## config.mk

```make
export PLATFORM = sky130hd
export DESIGN_NAME = alu_muldiv_seq
export DESIGN_NICKNAME = d
export VERILOG_FILES = /design/src/rtl/alu_muldiv_seq_pkg.sv /design/src/rtl/alu_muldiv_seq.sv
export SDC_FILE = /design/constraint.sdc
export NUM_CORES = 1
export LEC_CHECK = 0
export BUFFER_PORTS_ARGS = -buffer_cell sky130_fd_sc_hd__buf_2
export CAP_MARGIN = 20
export CORE_MARGIN = 5
export CORE_UTILIZATION = 50
export CTS_BUF_LIST = sky130_fd_sc_hd__clkbuf_4 sky130_fd_sc_hd__clkbuf_8 sky130_fd_sc_hd__clkbuf_16
export DETAILED_ROUTE_END_ITERATION = 6
export HOLD_SLACK_MARGIN = 0.15
export PLACE_DENSITY = 0.72
export REMOVE_ABC_BUFFERS = 1
export SLEW_MARGIN = 15
export SYNTH_ARGS = -nofsm -noshare
export SYNTH_HDL_FRONTEND = slang
export SYNTH_SLANG_ARGS = --single-unit
```

## constraint.sdc

```tcl
create_clock -name clk_i -period 19 [get_ports clk_i]
set_input_delay 1.9 -clock clk_i [delete_from_list [all_inputs] [get_ports clk_i]]
set_output_delay 1.9 -clock clk_i [all_outputs]
set_load 0.01 [all_outputs]
```

## src/rtl/alu_muldiv_seq_pkg.sv

```systemverilog
// -----------------------------------------------------------------------------
// alu_muldiv_seq_pkg
// Shared definitions for the multi-cycle multiply/divide sequencer:
//   - opcode set of the external ALU that the sequencer drives
//   - request op encodings (MUL / DIVU / REMU / reserved)
//   - sequencer FSM state encoding
// -----------------------------------------------------------------------------
package alu_muldiv_seq_pkg;

   // External ALU opcode set; the sequencer itself only issues ADD, SUB, SLTU.
   localparam logic [3:0] ALU_ADD  = 4'b0000;
   localparam logic [3:0] ALU_SUB  = 4'b0001;
   localparam logic [3:0] ALU_SLL  = 4'b0010;
   localparam logic [3:0] ALU_SLT  = 4'b0011;
   localparam logic [3:0] ALU_SLTU = 4'b0100;
   localparam logic [3:0] ALU_XOR  = 4'b0101;
   localparam logic [3:0] ALU_SRL  = 4'b0110;
   localparam logic [3:0] ALU_SRA  = 4'b0111;
   localparam logic [3:0] ALU_OR   = 4'b1000;
   localparam logic [3:0] ALU_AND  = 4'b1001;

   typedef enum logic [1:0] {
      OP_MUL  = 2'b00,
      OP_DIVU = 2'b01,
      OP_REMU = 2'b10,
      OP_RSVD = 2'b11
   } md_op_e;

   typedef enum logic [2:0] {
      ST_IDLE    = 3'd0,
      ST_MUL     = 3'd1,
      ST_DIV_CMP = 3'd2,
      ST_DIV_SUB = 3'd3,
      ST_DONE    = 3'd4
   } md_state_e;

endpackage

```

## src/rtl/alu_muldiv_seq.sv

```systemverilog
// -----------------------------------------------------------------------------
// alu_muldiv_seq
// Multi-cycle unsigned multiply / divide sequencer. It owns no adder of its
// own: every arithmetic step is one operation on an external ALU, one per
// clock. MUL is shift-and-add (ALU ADD); DIVU/REMU are restoring division
// (ALU SLTU compare, then ALU SUB).
//
// Ports:
//   clk_i, rst_n_i           clock, synchronous active-low reset
//   req_valid_i/req_ready_o  request handshake (ready only in IDLE)
//   req_op_i                 00 MUL, 01 DIVU, 10 REMU, 11 reserved
//   req_a_i, req_b_i         multiplicand/dividend, multiplier/divisor
//   resp_valid_o/resp_ready_i response handshake, data held until taken
//   resp_data_o              result
//   busy_o                   high whenever not IDLE
//   alu_op1_o/op2_o/ope_o    ALU operands and opcode (combinational)
//   alu_res_i, alu_b_flag_i  ALU result and SLTU "op1<op2" flag
// -----------------------------------------------------------------------------
module alu_muldiv_seq
   import alu_muldiv_seq_pkg::*;
#(
   parameter int WIDTH = 64
) (
   input  logic             clk_i,
   input  logic             rst_n_i,
   input  logic             req_valid_i,
   output logic             req_ready_o,
   input  logic [1:0]       req_op_i,
   input  logic [WIDTH-1:0] req_a_i,
   input  logic [WIDTH-1:0] req_b_i,
   output logic             resp_valid_o,
   input  logic             resp_ready_i,
   output logic [WIDTH-1:0] resp_data_o,
   output logic             busy_o,
   output logic [WIDTH-1:0] alu_op1_o,
   output logic [WIDTH-1:0] alu_op2_o,
   output logic [3:0]       alu_ope_o,
   input  logic [WIDTH-1:0] alu_res_i,
   input  logic             alu_b_flag_i
);

   localparam int CNT_W = $clog2(WIDTH) + 1;
   localparam logic [CNT_W-1:0] LAST = CNT_W'(WIDTH - 1);

   md_state_e        state;
   md_op_e           op;
   logic [CNT_W-1:0] cnt;
   logic [WIDTH-1:0] result;

   logic [WIDTH-1:0] acc, mcand, mplier;
   logic [WIDTH-1:0] rem, quo, divisor;
   logic             ge;

   logic [WIDTH-1:0] div_p;
   logic [WIDTH-1:0] rem_sub, quo_sub;

   // Shift the next dividend bit into the partial remainder.
   assign div_p   = {rem[WIDTH-2:0], quo[WIDTH-1]};
   // Restoring step outcome; used both for the register update and for the
   // final result so the last iteration needs no extra cycle.
   assign rem_sub = ge ? alu_res_i : rem;
   assign quo_sub = ge ? {quo[WIDTH-1:1], 1'b1} : quo;

   assign req_ready_o  = (state == ST_IDLE);
   assign busy_o       = (state != ST_IDLE);
   assign resp_valid_o = (state == ST_DONE);
   assign resp_data_o  = result;

   // ALU drive is a pure function of the current state so its result can be
   // consumed at the same clock edge.
   always_comb begin
      alu_op1_o = '0;
      alu_op2_o = '0;
      alu_ope_o = ALU_ADD;
      case (state)
         ST_MUL: begin
            alu_op1_o = acc;
            alu_op2_o = mplier[0] ? mcand : '0;
            alu_ope_o = ALU_ADD;
         end
         ST_DIV_CMP: begin
            alu_op1_o = div_p;
            alu_op2_o = divisor;
            alu_ope_o = ALU_SLTU;
         end
         ST_DIV_SUB: begin
            alu_op1_o = rem;
            alu_op2_o = divisor;
            alu_ope_o = ALU_SUB;
         end
         default: ;
      endcase
   end

   // Control: FSM, iteration counter, latched op and visible result.
   always_ff @(posedge clk_i) begin
      if (!rst_n_i) begin
         state  <= ST_IDLE;
         op     <= OP_MUL;
         cnt    <= '0;
         result <= '0;
      end else begin
         case (state)
            ST_IDLE: begin
               if (req_valid_i) begin
                  op  <= md_op_e'(req_op_i);
                  cnt <= '0;
                  case (md_op_e'(req_op_i))
                     OP_MUL: state <= ST_MUL;
                     OP_DIVU: begin
                        if (req_b_i == '0) begin
                           result <= '1;
                           state  <= ST_DONE;
                        end else begin
                           state  <= ST_DIV_CMP;
                        end
                     end
                     OP_REMU: begin
                        if (req_b_i == '0) begin
                           result <= req_a_i;
                           state  <= ST_DONE;
                        end else begin
                           state  <= ST_DIV_CMP;
                        end
                     end
                     default: begin
                        result <= '0;
                        state  <= ST_DONE;
                     end
                  endcase
               end
            end
            ST_MUL: begin
               cnt <= cnt + 1'b1;
               if (cnt == LAST) begin
                  result <= alu_res_i;
                  state  <= ST_DONE;
               end
            end
            ST_DIV_CMP: state <= ST_DIV_SUB;
            ST_DIV_SUB: begin
               cnt <= cnt + 1'b1;
               if (cnt == LAST) begin
                  result <= (op == OP_DIVU) ? quo_sub : rem_sub;
                  state  <= ST_DONE;
               end else begin
                  state  <= ST_DIV_CMP;
               end
            end
            ST_DONE: if (resp_ready_i) state <= ST_IDLE;
            default: state <= ST_IDLE;
         endcase
      end
   end

   // Datapath registers; their contents are meaningless until loaded in IDLE.
   always_ff @(posedge clk_i) begin
      case (state)
         ST_IDLE: begin
            if (req_valid_i) begin
               acc     <= '0;
               mcand   <= req_a_i;
               mplier  <= req_b_i;
               rem     <= '0;
               quo     <= req_a_i;
               divisor <= req_b_i;
            end
         end
         ST_MUL: begin
            acc    <= alu_res_i;
            mcand  <= mcand << 1;
            mplier <= mplier >> 1;
         end
         ST_DIV_CMP: begin
            rem <= div_p;
            quo <= quo << 1;
            // A bit shifted out of rem means p >= 2^WIDTH > divisor.
            ge  <= rem[WIDTH-1] | ~alu_b_flag_i;
         end
         ST_DIV_SUB: begin
            rem <= rem_sub;
            quo <= quo_sub;
         end
         default: ;
      endcase
   end

endmodule

```

==> run summary <==
ys async rst share: 0%
Final Critical Period: 6.00 ns
Top FF cell, synth: edfxtp_1
Worst Tran Pin Value: 1.13 ns
final worst-path cycle share: 31.6%
H-Tree Depth: 2
Seq/Total Area, Yosys: 56.7%
Area Growth Syn to Fin: 16.9%
Netlist Area Pre-Place: 0.0231 mm^2
FF-to-FF path depth: 7
maximum vdd ir drop: 0.0741 mV
first-pass GRT wire length: 112,000 um
worst skew pair latency: 0.59 ns
Hold Crit Class: flip-flop to flip-flop
FF/Latch Area: 0.0131 mm^2
Post-Route WL: 75,100 um
CP Class: flip-flop to primary output
CP cell instances: nand2b_1, nor2_4, buf_12, and2_4, a22o_1, buf_2
Unique masters post-synth: 49
Die Footprint: 0.0505 mm^2
gr ovfl total: 0
TritonCTS clock tree: done
Final Hold Viols: 0
Max Fclk: 0.167 GHz
initial antenna violation count: 9
syn avg cell area: 11.7 um^2
Post-CTS Hold Buffers: 0
first-pass iteration count of the detailed router: 5
pin count of the biggest net entering global routing: 194
multi-input combinational cell area: 0.00914 mm^2
Syn Inst Count: 1,967
CP Capture Type: primary output
Post-Place Cell Area: 0.0252 mm^2
Setup crit start kind: flip-flop
Seq cells post-synth: 461
Vias/cell: 6.30
Ports: 398
Starting Density: 50.7%
Layout Nets: 2,463
Worst Skew: 0.0159 ns
Initial DRC Count: 1,964
Max-Slew Margin vs Limit: 24.9%
num rows: 78
clock sink count: 461
Die W: 225 um
RSZ-0062 raised after global routing: no
outcome: completed
hpwl dp: 46,200 um
wire length per cell: 25.8 um
hold path depth: 2
synth warn: 0
Max Cap Viol: 0
Port Buf Inserts: 395
Slowest-stage cell, CP: and2_4
Root Buffer Master: clkbuf_16
Final ANT Viol Nets: 0
Longest Clk Path Bufs: 3
Final Cell Area: 0.0269 mm^2
EDFF count, synth: 385
post-CTS setup buffers: 0
number of fill cells: 3,800
CP peak stage delay: 0.89 ns
Pleak: 10.9 nW
Vias: 18,300
total global-route track usage: 28.5%
power density of the placed cells: 117 mW/mm^2
max-slew violations: 0
number of global-route vias before repair: 18,000
Fin Setup TNS: 0 ns
GPL Wtd Cong: 0.853
Worst-path clk slew: 0.07 ns
critical path required time: 17.10 ns
core box area: 0.0455 mm^2
CP max FO: 193
layout cells sized above 1: 26.4%
Worst EP arrival: 4.10 ns
post-CTS sizing: 0
DRC viols: 0
final setup vio count: 0
total CTS buffers: 50
die height: 225 um
-- sequential cells by signal, indices dropped and copies added, names as in the netlist --
register,cells
acc,64
cnt,7
divisor,64
ge,1
mcand,64
mplier,64
op,2
quo,64
rem,64
resp_data_o,64
state,3
-- cells in the mapped netlist (4+ instances only) --
| cell | n | share of area, % |
|---|---|---|
| edfxtp_1 | 385 | 50 |
| nor2_1 | 335 | 5.5 |
| nand2_1 | 138 | 2.2 |
| a211oi_1 | 127 | 4.1 |
| mux2_1 | 118 | 5.8 |
| clkbuf_1 | 95 | 1.5 |
| dfxtp_1 | 76 | 6.6 |
| mux2_2 | 73 | 3.6 |
| o21ai_0 | 70 | 1.5 |
| and2_1 | 67 | 1.8 |
| a22oi_1 | 65 | 2.1 |
| or4_1 | 65 | 2.1 |
| a22o_1 | 64 | 2.4 |
| mux2i_1 | 64 | 2.8 |
| o221a_1 | 64 | 3.1 |
| buf_2 | 38 | 0.82 |
| buf_1 | 16 | 0.26 |
| nor4_1 | 16 | 0.43 |
| buf_6 | 11 | 0.54 |
| dlygate4sd1_1 | 10 | 0.38 |
| a21oi_1 | 9 | 0.20 |
| buf_4 | 8 | 0.26 |
| inv_1 | 6 | 0.098 |
| ha_1 | 5 | 0.27 |
| nand2b_1 | 5 | 0.14 |
| nor2b_1 | 5 | 0.14 |
| nand4_1 | 4 | 0.11 |
-- logic make-up after synthesis --
logic type	synth area share (%)
buffers and inverters	4.03
XOR/XNOR	0.0760
other	0.0163
AO/OA/AOI/OAI	13.9
flip-flops	56.7
adder cells (fa/ha/maj)	0.271
AND/OR/NAND/NOR	12.9
multiplexers	12.1
-- critical path, delay by kind of cell, from the launching register on --
family	cells	cell delay (ns)
and+or+nand+nor	3	1.38
AOI/OAI and AO/OA	1	0.32
buffers and inverters	2	0.92
DFF	1	0.67
-- stage by stage --
| step | total power [mW] | hold slack [ns] | utilization [%] | worst slack, ns | std cells |
|---|---|---|---|---|---|
| 2_1_floorplan | 1.90 | 0.431 | - | 0.0103 | 1788 |
| 3_3_place_gp | 2.12 | 0.446 | 55.4 | 13.12 | 2806 |
| 3_5_place_dp | 2.14 | 0.463 | 55.4 | 13.09 | 2806 |
| 4_1_cts | 3.16 | 0.472 | 59.2 | 13.08 | 2900 |
| 5_1_grt | 3.27 | 0.501 | 59.2 | 12.85 | 2909 |
| 6_report | 3.16 | 0.471 | 59.3 | 13.00 | 2910 |
-- power breakdown --
| part | internal, mW | switching, mW |
|---|---|---|
| Clock | 0.599 | 0.422 |
| Combinational | 0.242 | 0.447 |
| Sequential | 1.33 | 0.111 |
| Total | 2.18 | 0.980 |
-- cell type report --
type	instances	area share [%]
inverter	7	0.111
sequential	461	48.6
timing repair buffer	419	8.09
antenna	9	0.0836
clock inverter	22	0.775
clock buffer	72	5.64
tap	600	2.79
multi-input combinational	1320	33.9
-- worst paths after layout --
check	slack, ns	to	from
worst max-delay path	13.00	alu_op2_o[63]	state[0]
worst min register to register	0.47	op[1]	op[1]
worst min-delay path	0.47	op[1]	op[1]
worst max register to register	14.80	acc[16]	state[0]
-- metal layers --
| metal | GRT usage [%] | share of wire, % | vias to the layer above |
|---|---|---|---|
| li1 | - | - | 8051 |
| met1 | 40.3 | 41 | 9087 |
| met2 | 44.0 | 46 | 1051 |
| met3 | 5.09 | 9.2 | 152 |
| met4 | 11.0 | 3.8 | 2 |
| met5 | 0 | 0.016 | - |
-- placed cells by master, fill, tap and decap left out, drive strengths merged, types with 65 or more instances in the layout --
cell	n
a211oi	127
a22oi	65
and2	67
buf	419
clkbuf	72
dfxtp	76
edfxtp	385
mux2	191
nand2	138
nor2	335
o21ai	70
or4	65
Note: power is estimated with default switching activity, not from simulation.
